File: src/rtl/ram_fifo_pkg.sv
// Shared constants and types for the RAM-backed FIFO controller and its RAM.
// DEPTH need not be a power of two; pointers wrap explicitly at DEPTH-1.
package ram_fifo_pkg;
  localparam int DATA_W = 6;
  localparam int ADDR_W = 8;
  localparam int DEPTH  = 12;

  typedef logic [ADDR_W-1:0] ptr_t;
  typedef logic [ADDR_W:0]   cnt_t;
  typedef logic [ADDR_W+1:0] lvl_t;

  localparam cnt_t DEPTH_CNT = cnt_t'(DEPTH);
  localparam ptr_t LAST_PTR  = ptr_t'(DEPTH - 1);

  function automatic ptr_t ptr_inc(input ptr_t p);
    return (p == LAST_PTR) ? '0 : p + ptr_t'(1);
  endfunction
endpackage

File: src/rtl/ram_fifo_ctrl_if.sv
// Producer/consumer valid-ready streams of the RAM FIFO controller.
// master = environment side, slave = controller side.
interface ram_fifo_ctrl_if;
  import ram_fifo_pkg::*;

  logic              in_valid;
  logic              in_ready;
  logic [DATA_W-1:0] in_data;
  logic              out_valid;
  logic              out_ready;
  logic [DATA_W-1:0] out_data;

  modport master (
    output in_valid, in_data, out_ready,
    input  in_ready, out_valid, out_data
  );

  modport slave (
    input  in_valid, in_data, out_ready,
    output in_ready, out_valid, out_data
  );
endinterface

File: src/rtl/ram_fifo_skid.sv
// Output register plus one skid entry; absorbs RAM read data arriving one cycle
// after issue so the consumer sees a clean, stable valid/ready stream.
module ram_fifo_skid
  import ram_fifo_pkg::*;
(
  input  logic              clk,
  input  logic              rst,
  input  logic              cap_valid,
  input  logic [DATA_W-1:0] cap_data,
  input  logic              out_ready,
  output logic              out_valid,
  output logic [DATA_W-1:0] out_data,
  output logic              skid_valid
);

  logic [DATA_W-1:0] skid_data;
  logic              pop;

  assign pop = out_valid & out_ready;

  always_ff @(posedge clk or posedge rst) begin
    if (rst) begin
      out_valid  <= 1'b0;
      out_data   <= '0;
      skid_valid <= 1'b0;
      skid_data  <= '0;
    end else if (pop || !out_valid) begin
      // Output slot frees up: the older skid entry always goes first.
      if (skid_valid) begin
        out_data   <= skid_data;
        out_valid  <= 1'b1;
        skid_valid <= cap_valid;
        if (cap_valid) skid_data <= cap_data;
      end else begin
        out_valid <= cap_valid;
        if (cap_valid) out_data <= cap_data;
      end
    end else if (cap_valid) begin
      skid_data  <= cap_data;
      skid_valid <= 1'b1;
    end
  end

endmodule

File: src/rtl/ram_fifo_ctrl.sv
// FIFO controller in front of a dual-port RAM with 1-cycle registered reads.
// Owns pointers and occupancy; reads are issued only when the skid pair has room.
module ram_fifo_ctrl
  import ram_fifo_pkg::*;
(
  input  logic              clk,
  input  logic              rst,
  ram_fifo_ctrl_if.slave    bus,
  output logic              ram_write_en,
  output ptr_t              ram_write_addr,
  output logic [DATA_W-1:0] ram_write_data,
  output logic              ram_read_en,
  output ptr_t              ram_read_addr,
  input  logic [DATA_W-1:0] ram_read_data,
  output lvl_t              fill_level,
  output logic              empty,
  output logic              full
);

  ptr_t              wr_ptr;
  ptr_t              rd_ptr;
  cnt_t              mem_count;
  logic              rd_pending;
  logic              push;
  logic              pop;
  logic              out_valid;
  logic              skid_valid;
  logic [DATA_W-1:0] out_data;
  logic [1:0]        slots_after_pop;

  // Full is judged on the registered count only, so a same-cycle read never frees a write.
  assign bus.in_ready = !rst && (mem_count < DEPTH_CNT);
  assign push         = bus.in_valid & bus.in_ready;
  assign pop          = out_valid & bus.out_ready;

  assign slots_after_pop = {1'b0, out_valid} + {1'b0, skid_valid} + {1'b0, rd_pending} - {1'b0, pop};

  assign ram_write_en   = push;
  assign ram_write_addr = wr_ptr;
  assign ram_write_data = bus.in_data;
  assign ram_read_en    = (mem_count != '0) && (slots_after_pop < 2'd2);
  assign ram_read_addr  = rd_ptr;

  always_ff @(posedge clk or posedge rst) begin
    if (rst) begin
      wr_ptr     <= '0;
      rd_ptr     <= '0;
      mem_count  <= '0;
      rd_pending <= 1'b0;
    end else begin
      if (push)        wr_ptr <= ptr_inc(wr_ptr);
      if (ram_read_en) rd_ptr <= ptr_inc(rd_ptr);
      rd_pending <= ram_read_en;
      case ({push, ram_read_en})
        2'b10:   mem_count <= mem_count + cnt_t'(1);
        2'b01:   mem_count <= mem_count - cnt_t'(1);
        default: mem_count <= mem_count;
      endcase
    end
  end

  ram_fifo_skid u_skid (
    .clk        (clk),
    .rst        (rst),
    .cap_valid  (rd_pending),
    .cap_data   (ram_read_data),
    .out_ready  (bus.out_ready),
    .out_valid  (out_valid),
    .out_data   (out_data),
    .skid_valid (skid_valid)
  );

  assign bus.out_valid = out_valid;
  assign bus.out_data  = out_data;

  assign fill_level = lvl_t'(mem_count) + lvl_t'(rd_pending) + lvl_t'(out_valid) + lvl_t'(skid_valid);
  assign empty      = (fill_level == '0);
  assign full       = (mem_count == DEPTH_CNT);

endmodule

File: src/flat_wrapper.sv
// flat-port wrapper written by rule: the top's interface ports become plain ports
module ram_fifo_ctrl_flat import ram_fifo_pkg::*;
  (clk, rst, ram_write_en, ram_write_addr, ram_write_data, ram_read_en, ram_read_addr, ram_read_data, fill_level, empty, full, bus_in_valid, bus_in_data, bus_out_ready, bus_in_ready, bus_out_valid, bus_out_data);
  ram_fifo_ctrl_if bus_i ();
  input  logic clk;
  input  logic rst;
  output logic ram_write_en;
  output ptr_t ram_write_addr;
  output logic [DATA_W-1:0] ram_write_data;
  output logic ram_read_en;
  output ptr_t ram_read_addr;
  input  logic [DATA_W-1:0] ram_read_data;
  output lvl_t fill_level;
  output logic empty;
  output logic full;
  input wire logic [$bits(bus_i.in_valid)-1:0] bus_in_valid;
  input wire logic [$bits(bus_i.in_data)-1:0] bus_in_data;
  input wire logic [$bits(bus_i.out_ready)-1:0] bus_out_ready;
  output wire logic [$bits(bus_i.in_ready)-1:0] bus_in_ready;
  output wire logic [$bits(bus_i.out_valid)-1:0] bus_out_valid;
  output wire logic [$bits(bus_i.out_data)-1:0] bus_out_data;
  assign bus_i.in_valid = bus_in_valid;
  assign bus_i.in_data = bus_in_data;
  assign bus_i.out_ready = bus_out_ready;
  assign bus_in_ready = bus_i.in_ready;
  assign bus_out_valid = bus_i.out_valid;
  assign bus_out_data = bus_i.out_data;
  ram_fifo_ctrl u_core (.clk(clk), .rst(rst), .bus(bus_i), .ram_write_en(ram_write_en), .ram_write_addr(ram_write_addr), .ram_write_data(ram_write_data), .ram_read_en(ram_read_en), .ram_read_addr(ram_read_addr), .ram_read_data(ram_read_data), .fill_level(fill_level), .empty(empty), .full(full));
endmodule
File: config.mk
export PLATFORM = sky130hd
export DESIGN_NAME = ram_fifo_ctrl_flat
export DESIGN_NICKNAME = d
export VERILOG_FILES = /design/src/rtl/ram_fifo_pkg.sv /design/src/rtl/ram_fifo_ctrl_if.sv /design/src/rtl/ram_fifo_skid.sv /design/src/rtl/ram_fifo_ctrl.sv /design/src/flat_wrapper.sv
export SDC_FILE = /design/constraint.sdc
export NUM_CORES = 1
export LEC_CHECK = 0
export CAP_MARGIN = 30
export CORE_MARGIN = 2
export CORE_UTILIZATION = 54
export CTS_CLUSTER_DIAMETER = 80
export CTS_CLUSTER_SIZE = 25
export DETAILED_ROUTE_END_ITERATION = 8
export HOLD_SLACK_MARGIN = 0.06
export PLACE_DENSITY = 0.85
export SETUP_SLACK_MARGIN = 0.15
export SLEW_MARGIN = 20
export SYNTH_ARGS = -nofsm -noshare
export SYNTH_HDL_FRONTEND = slang
export SYNTH_SLANG_ARGS = --single-unit
export TNS_END_PERCENT = 30
File: constraint.sdc
create_clock -name clk -period 10.4 [get_ports clk]
set_input_delay 1.56 -clock clk [delete_from_list [all_inputs] [get_ports clk]]
set_output_delay 1.56 -clock clk [all_outputs]
set_load 0.05 [all_outputs]
==> flow_metrics.py <==
metrics = {
    "clock_tree": {
        "cts.repair.resized": 0,
        "clk_latency_ns": 0.29,
        "cts_tree": "done",
        "clockRootBuffer": "clkbuf_8",
        "cts.path.max_buffers": 2,
        "htree_num_levels": 2,
        "cts_buffers": 5,
        "cts.sinks": 40,
        "cts_setup_buffers": 0,
        "path_clk_slew_ns": 0.09,
        "hold_buffers": 0,
    },
    "worst_setup_path": {
        "cp.required_ns": 8.84,
        "path_class": "input port to output port",
        "critical_path_arrival_ns": 4.44,
        "worstPathMaxFanout": 12,
        "end_kind": "output port",
        "critPathLaunchType": "input port",
    },
    "synthesis": {
        "synth_top_family_by_area": "simple AND/OR/NAND/NOR gates",
        "synth_compound_area_share_pct": 11.0,
        "ys_ff_latch": 40,
        "synth_simple_gate_area_share_pct": 17.9,
        "syn-num-nets": 287,
        "synth_cell_types": 49,
        "synthAdderAreaFrac_pct": 9.86,
        "syn_avg_cell_area_um2": 9.79,
        "syn_area_um2": 2490,
        "synth_mux_area_share_pct": 8.10,
        "async_flop_share_pct": 100,
        "syn_inst": 254,
        "synth-edff-count": 0,
        "yosys_warnings": 0,
        "synth-xor-area-share_pct": 8.10,
        "seq_area_frac_synth_pct": 40.2,
        "synthFlopType": "dfrtp_1",
    },
    "finish": {
        "layout.cells.most_common": "clkdlybuf4s50_1",
        "multi_input_area_um2": 1370,
        "nFillCells": 349,
        "area_growth_pct": 22.7,
        "nNetsFinal": 327,
        "layout-drive-gt1-share_pct": 8.47,
        "register_area_um2": 1000,
        "n_antenna_cell": 0,
        "layout_common_cells": "clkdlybuf4s50_1, dfrtp_1, nor2_1, nand2_1, a21oi_1",
    },
    "sta": {
        "fin_skew_ns": 0.0102,
        "fmax_mhz": 167,
        "worst_slew_pin_slew_ns": 0.669,
        "period_needed_ns": 6.00,
        "hold_viol": 0,
        "final.period_utilization_pct": 57.7,
        "rsz0062_at_grt": "false",
        "final-setup-viol-count": 0,
        "drv_slew": 0,
        "relSlewSlack_pct": 55.2,
        "fin_setup_tns_ns": 0,
    },
    "route": {
        "drt_pre_antenna_iters": 4,
        "drc_errors": 0,
        "vias_per_cell": 5.71,
        "wl_per_cell_um": 14.4,
        "antenna_left": 0,
        "drt_iter0_drc": 134,
        "wl_um": 5000,
        "dr_total_vias": 1982,
    },
    "global_routing": {
        "grt_pass1_wl_um": 8560,
        "grtUsageTotal_pct": 20.7,
        "grt_max_degree": 41,
        "antenna_found_initial": 0,
        "grt_overflow": 0,
        "grt_pass1_vias": 1845,
    },
    "placed_design": {
        "dp_hpwl_um": 3720,
        "finalWeightedCongestion": 0.859,
        "port_buffers": 47,
    },
    "worst_hold_path": {
        "hold_class": "flop to flop",
    },
    "floorplanning": {
        "rows": 24,
        "core_area_um2": 4380,
        "start_util_pct": 56.7,
        "fp.dieArea_um2": 5170,
        "die_w_um": 71.9,
        "num_io_pins": 60,
        "die_h_um": 71.9,
    },
    "status": {
        "status": "completed",
    },
    "flow_run": {
        "cap_violations": 0,
    },
}
cell families after synthesis:
logic type               count (synthesis)
XOR/XNOR                                23
AND/OR/NAND/NOR                         87
AO/OA/AOI/OAI                           46
multiplexers                            18
adder cells (fa/ha/maj)                 18
flip-flops                              40
buffers and inverters                   22
final timing paths:
| path | to | slack [ns] | from | cells after the start |
|---|---|---|---|---|
| worst min register to register | u_core.ram_read_addr[7] | 0.50 | u_core.ram_read_addr[7] | 1 |
| min in group asynchronous | u_core.u_skid.skid_data[0] | 1.76 | rst | 3 |
| worst max-delay path | ram_read_en | 4.40 | bus_out_ready | 9 |
| max in group asynchronous | u_core.ram_write_addr[5] | 8.29 | rst | 3 |
| worst min-delay path | u_core.ram_read_addr[7] | 0.50 | u_core.ram_read_addr[7] | 1 |
| worst max register to register | u_core.mem_count[8] | 6.07 | u_core.u_skid.skid_valid | 14 |
critical path: stages:
cell and delay [ns]:
clkdlybuf4s50_1 0.42, and2_1 0.17, ha_1 0.27, inv_1 0.04, ha_1 0.26, a21oi_1 0.17, xor2_1 0.16, o31a_1 0.48
clkdlybuf4s50_1 0.90
metrics by stage:
stage	area [um^2]	instances	worst slack [ns]	hold slack (ns)	util [%]
2_1_floorplan	2490	254	5.64	0.479	-
3_3_place_gp	2940	339	4.47	0.487	67.0
3_5_place_dp	2940	339	4.39	0.488	67.0
4_1_cts	3050	347	4.40	0.505	69.6
5_1_grt	3050	347	4.27	0.524	69.6
6_report	3050	347	4.40	0.503	69.6
Yosys cell counts (all sizes together) (3+ instances only):
| cell type | n | area [um^2] |
|---|---|---|
| nor2 | 26 | 100 |
| mux2i | 7 | 70.1 |
| nand3 | 8 | 45.0 |
| xnor2 | 16 | 140 |
| fa | 3 | 60.1 |
| nand4 | 8 | 56.3 |
| clkbuf | 3 | 11.3 |
| buf | 12 | 81.3 |
| and3 | 5 | 32.5 |
| dfrtp | 40 | 1000 |
| mux2 | 11 | 131 |
| a21oi | 19 | 98.9 |
| o21ai | 12 | 60.1 |
| a21o | 3 | 22.5 |
| xor2 | 7 | 61.3 |
| nor3 | 6 | 41.3 |
| nand2 | 22 | 82.6 |
| inv | 7 | 26.3 |
| ha | 14 | 175 |
registers in the layout, indices dropped and copies added (netlist names):
register / count
u_core.rd_pending: 1
u_core.u_skid.skid_valid: 1
u_core.mem_count: 9
u_core.u_skid.out_data: 6
u_core.ram_write_addr: 8
u_core.u_skid.out_valid: 1
u_core.u_skid.skid_data: 6
u_core.ram_read_addr: 8
final cells by class:
| class | count | share of cell area (%) |
|---|---|---|
| clock buffers | 5 | 2.25 |
| clock inverters | 3 | 1.52 |
| inverters | 7 | 0.861 |
| multi-input cells | 192 | 44.8 |
| flip-flops and latches | 40 | 32.8 |
| well taps | 52 | 2.13 |
| repair buffers | 48 | 15.7 |
routing by layer:
layer	GRT usage (%)	wire length (um)	up-vias
met3	5.91	280	5
met4	3.14	25	0
met1	27.1	2240	948
met5	0	0	-
li1	-	-	976
met2	35.0	2450	53
Power is not shown: default switching activity piles up to over one toggle a cycle in this logic, so the estimate is an artifact.
